File: config.mk
export PLATFORM = sky130hd
export DESIGN_NAME = clock_stepper
export DESIGN_NICKNAME = d
export VERILOG_FILES = /design/src/rtl/mc_pkg.sv /design/src/rtl/step_ring.sv /design/src/rtl/clock_stepper.sv
export SDC_FILE = /design/constraint.sdc
export NUM_CORES = 1
export LEC_CHECK = 0
export ABC_AREA = 1
export BUFFER_PORTS_ARGS = -buffer_cell sky130_fd_sc_hd__buf_2
export CORE_MARGIN = 2
export CORE_UTILIZATION = 31
export CTS_CLUSTER_DIAMETER = 60
export DETAILED_ROUTE_END_ITERATION = 6
export PLACE_DENSITY_LB_ADDON = 0.15
export SYNTH_ARGS = -nofsm -noshare
export SYNTH_HDL_FRONTEND = slang
export SYNTH_SLANG_ARGS = --single-unit
File: constraint.sdc
create_clock -name clk -period 1.4 [get_ports clk]
set_input_delay 0.21 -clock clk [delete_from_list [all_inputs] [get_ports clk]]
set_output_delay 0.21 -clock clk [all_outputs]
set_load 0.02 [all_outputs]
File: src/rtl/mc_pkg.sv
// Shared definitions for the mini computer timing front end:
// stepper states, phase encodings and the width of the step vector.
package mc_pkg;

  typedef enum logic [1:0] {
    RUN,
    HALTED,
    SINGLE
  } state_t;

  localparam logic [1:0] PH_EN0 = 2'd0;
  localparam logic [1:0] PH_SET = 2'd1;
  localparam logic [1:0] PH_EN1 = 2'd2;
  localparam logic [1:0] PH_GAP = 2'd3;

  localparam int STEP_W = 7;

endpackage

File: src/rtl/step_ring.sv
// One-hot instruction step register. Rotates left on adv and wraps from
// bit NSTEPS-1 back to bit 0, flagging the wrap so the caller can count it.
module step_ring
  import mc_pkg::*;
#(
  parameter int NSTEPS = 6
) (
  input  logic              clk,
  input  logic              rst,
  input  logic              adv,
  output logic [STEP_W-1:0] step,
  output logic              wrap
);

  logic [STEP_W-1:0] step_q;
  logic [STEP_W-1:0] step_d;

  always_comb begin
    wrap   = adv & step_q[NSTEPS-1];
    step_d = step_q;
    if (adv) begin
      step_d = wrap ? STEP_W'(1) : (step_q << 1);
    end
  end

  always_ff @(posedge clk) begin
    if (!rst) begin
      step_q <= STEP_W'(1);
    end else begin
      step_q <= step_d;
    end
  end

  assign step = step_q;

endmodule

File: src/rtl/clock_stepper.sv
// Timing front end: four-phase strobe generation, one-hot step sequencing,
// halt / resume / single-step control and a completed-instruction counter.
module clock_stepper
  import mc_pkg::*;
#(
  parameter int NSTEPS = 6,
  parameter int CNT_W  = 16
) (
  input  logic              clk,
  input  logic              rst,
  input  logic              halt,
  input  logic              resume,
  input  logic              single,
  output logic              clk_en,
  output logic              clk_set,
  output logic [STEP_W-1:0] step,
  output logic              halted,
  output logic [CNT_W-1:0]  instr_cnt
);

  state_t           state_q;
  state_t           state_d;
  logic [1:0]       ph_q;
  logic [1:0]       ph_d;
  logic             halt_pend_q;
  logic             halt_pend_d;
  logic [CNT_W-1:0] instr_cnt_q;
  logic [CNT_W-1:0] instr_cnt_d;
  logic             adv;
  logic             wrap;
  logic             step_end;
  logic             active;

  step_ring #(
    .NSTEPS(NSTEPS)
  ) u_step_ring (
    .clk (clk),
    .rst (rst),
    .adv (adv),
    .step(step),
    .wrap(wrap)
  );

  always_comb begin
    state_d     = state_q;
    ph_d        = ph_q;
    halt_pend_d = halt_pend_q;
    adv         = 1'b0;
    step_end    = (ph_q == PH_GAP);

    unique case (state_q)
      RUN: begin
        ph_d = ph_q + 2'd1;
        if (halt) begin
          halt_pend_d = 1'b1;
        end
        // A halt seen anywhere in the step lets that step finish first.
        if (step_end) begin
          adv = 1'b1;
          if (halt_pend_q || halt) begin
            state_d     = HALTED;
            halt_pend_d = 1'b0;
          end
        end
      end
      SINGLE: begin
        ph_d = ph_q + 2'd1;
        if (step_end) begin
          adv     = 1'b1;
          state_d = HALTED;
        end
      end
      HALTED: begin
        ph_d = PH_EN0;
        if (resume) begin
          state_d = RUN;
        end else if (single) begin
          state_d = SINGLE;
        end
      end
      default: begin
        state_d = RUN;
        ph_d    = PH_EN0;
      end
    endcase

    instr_cnt_d = wrap ? (instr_cnt_q + CNT_W'(1)) : instr_cnt_q;
  end

  always_ff @(posedge clk) begin
    if (!rst) begin
      state_q     <= RUN;
      ph_q        <= PH_EN0;
      halt_pend_q <= 1'b0;
      instr_cnt_q <= '0;
    end else begin
      state_q     <= state_d;
      ph_q        <= ph_d;
      halt_pend_q <= halt_pend_d;
      instr_cnt_q <= instr_cnt_d;
    end
  end

  // Strobes are gated by rst so they drop in the very cycle reset is applied.
  assign active    = rst && ((state_q == RUN) || (state_q == SINGLE));
  assign clk_en    = active && (ph_q != PH_GAP);
  assign clk_set   = active && (ph_q == PH_SET);
  assign halted    = rst && (state_q == HALTED);
  assign instr_cnt = instr_cnt_q;

endmodule

==> flow_metrics.env <==
export IMPL_status="completed"
export IMPL_timing_fmax_mhz=730.6
export IMPL_leakagePower_nw=0.8756
export IMPL_antenna_found_initial=0
export IMPL_wl_met2_um=1454
export IMPL_grt_pass1_vias=1236
export IMPL_critical_path_top_delay_family="flip-flops"
export IMPL_synth_seq_cells=28
export IMPL_synth_cell_types=25
export IMPL_port_buffers=30
export IMPL_grt_max_degree=17
export IMPL_fin_total_pwr_mw=2.050
export IMPL_chipWidth_um=71.00
export IMPL_drv_slew=0
export IMPL_cts_tree="built"
export IMPL_p_per_area_nw_per_um2=1126
export IMPL_die_area_um2=5040
export IMPL_max_cap_violations=0
export IMPL_cp_start_kind="register"
export IMPL_slowest_stage="dfxtp_2"
export IMPL_clkSlewWorstSetupHoldPaths_ps=100
export IMPL_grt_total_usage=0.1367
export IMPL_cts_hold_buffers=0
export IMPL_setup_ws_ps=31.31
export IMPL_pre_cts_slack_ps=-12.65
export IMPL_post_synth_top_area_cell="dfxtp_1"
export IMPL_clock_sinks=28
export IMPL_cp_cell_sequence="buf_4 > ha_4 > nor2_1 > buf_4"
export IMPL_async_reset_ff_frac=0
export IMPL_routed_top_layer="met3"
export IMPL_arrival_ps=1160
export IMPL_synth_nets=206
export IMPL_chipHeight_um=71.00
export IMPL_min_period_over_period=0.9776
export IMPL_synth_edf_count=0
export IMPL_synth_ff_type="dfxtp_1"
export IMPL_drt_iter0_drc=69
export IMPL_ant_nets=0
export IMPL_io_pin_count=31
export IMPL_drc=0
export IMPL_hold_viol_final=0
export IMPL_crit_type="reg -> out"
export IMPL_critical_path_buf_inv_count=2
export IMPL_routedWlPerCell_um=11.08
export IMPL_syn_avg_cell_area_um2=7.063
export IMPL_clock_root_buffer="clkbuf_8"
export IMPL_finalCriticalPeriod_ps=1369
export IMPL_num_antenna_cells=0
export IMPL_critical_path_max_fanout=3
export IMPL_relSlewSlack=0.8185
export IMPL_synth_area_leaders="dfxtp_1 40%, nor2_1 11%, nand2_1 10%"
export IMPL_drt_pass1_iterations=5
export IMPL_drt_vias_per_instance=4.473
export IMPL_clk_path_buf_depth=2
export IMPL_synthMostInstantiatedCell="nor2_1"
export IMPL_cpPeakStageDelay_ps=350
export IMPL_required_ps=1190
export IMPL_clk_latency_ps=270
export IMPL_dpl_hpwl_um=2469
export IMPL_finalSetupTns_ps=0
export IMPL_netlist_area_leader_share=0.4029
export IMPL_ir_drop_mv=0.4980
export IMPL_wl_met3_um=111
export IMPL_grt_pass1_wl_um=5506
export IMPL_seq_area_frac_synth=0.4029
export IMPL_drive_above_1_share=0.2958
export IMPL_skew_ps=1.911
export IMPL_grt_remaining_overflow=0
export IMPL_path_common_cell="buf_4"
export IMPL_syn_to_final_growth_pct=30.85
export IMPL_regArea_um2=569.3
export IMPL_wirelength_um=3236
export IMPL_core_area_um2=4324
export IMPL_finalSetupViolations=0
export IMPL_rows=24
export IMPL_drt_met1_wl_um=1669
export IMPL_rsz0062_at_grt="yes"
export IMPL_place_congestion=0.7800
export IMPL_nets=250
export IMPL_tightestPinTransition_ps=272.0
export IMPL_multiInputGateArea_um2=770.7
export IMPL_syn_area_um2=1391
export IMPL_synth_common_cells="39 x nor2_1, 38 x nand2_1, 28 x dfxtp_1, 26 x inv_1, 11 x nand3_1"
export IMPL_netlist_instances=197
export IMPL_min_path_type="in -> reg"
export IMPL_htree_levels=1
export IMPL_start_util=0.3218
export IMPL_tritoncts_num_buffers=3
export IMPL_ys_warn_count=0
export IMPL_nFillCells=486
export IMPL_worstSetupEndpointType="output pin"
export IMPL_vias=1306
[through the flow]
stage | cell area, um^2 | cells | hold slack, ps | utilization
floorplan | 1394 | 197 | 392.4 | -
global placement | 1679 | 288 | 418.5 | 0.3883
detailed placement | 1679 | 288 | 423.8 | 0.3883
CTS | 1748 | 292 | 209.3 | 0.4042
global route | 1821 | 292 | 237.0 | 0.4210
finish | 1821 | 292 | 215.7 | 0.4210
[state kept, by name, indices dropped and copies added, names as in the netlist]
name,flops
ph_q,2
state_q,2
instr_cnt,16
halt_pend_q,1
u_step_ring.step,7
[area by class of cell]
class	count	area share
tap	52	0.03574
timing repair buffer	42	0.1388
inverter	28	0.05911
multi-input combinational	138	0.4234
clock buffer	4	0.03024
sequential	28	0.3127
[final timing paths]
kind	slack [ps]	to	cells past startpoint	from
worst max register to register	110	instr_cnt[8]	6	instr_cnt[0]
worst min-delay path	220	state_q[1]	3	resume
worst min register to register	430	u_step_ring.step[6]	2	u_step_ring.step[6]
worst max-delay path	30	clk_en	4	ph_q[0]
[cell families (layout without fill, tap and decap cells)]
kind of cell,Yosys count,after routing,synth area share
AOI/OAI and AO/OA,22,22,0.08723
and+or+nand+nor,112,112,0.3840
buffers and inverters,31,74,0.08992
adders and majority gates,4,4,0.03597
DFF,28,28,0.4029
[placed cells by master (no fill, tap or decap), types with 8 or more instances in the layout]
master / Yosys / final
buf_4: 0 / 12
nor3_1: 9 / 8
nor2_1: 39 / 36
nand3_1: 11 / 11
a21oi_1: 9 / 9
nand2_1: 38 / 38
inv_1: 26 / 23
dfxtp_1: 28 / 23
o21ai_0: 8 / 8
buf_2: 0 / 28
[timing repair]
action,4_1_cts,5_1_grt
endpoints found under the setup margin,4,18
gates resized for setup,5,20
buffers inserted,0,0
endpoints found under the hold margin,0,0
pin swaps,0,2
[metal layers]
layer / vias up / GRT usage
met5: - / 0
met4: 0 / 0.03145
met3: 0 / 0.03561
met2: 21 / 0.2212
met1: 567 / 0.1835
li1: 718 / -
[report_power, final]
group | leakage [nW] | internal, mW | switching (mW)
Combinational | 0.618 | 0.244 | 0.337
Clock | 0.0288 | 0.252 | 0.255
Sequential | 0.229 | 0.887 | 0.0757
[tightest hold or removal path, cell delays in order]
cell and delay [ps]:
buf_2 80, nand3b_1 100, a21oi_1 60
Note: power is estimated with default switching activity, not from simulation.
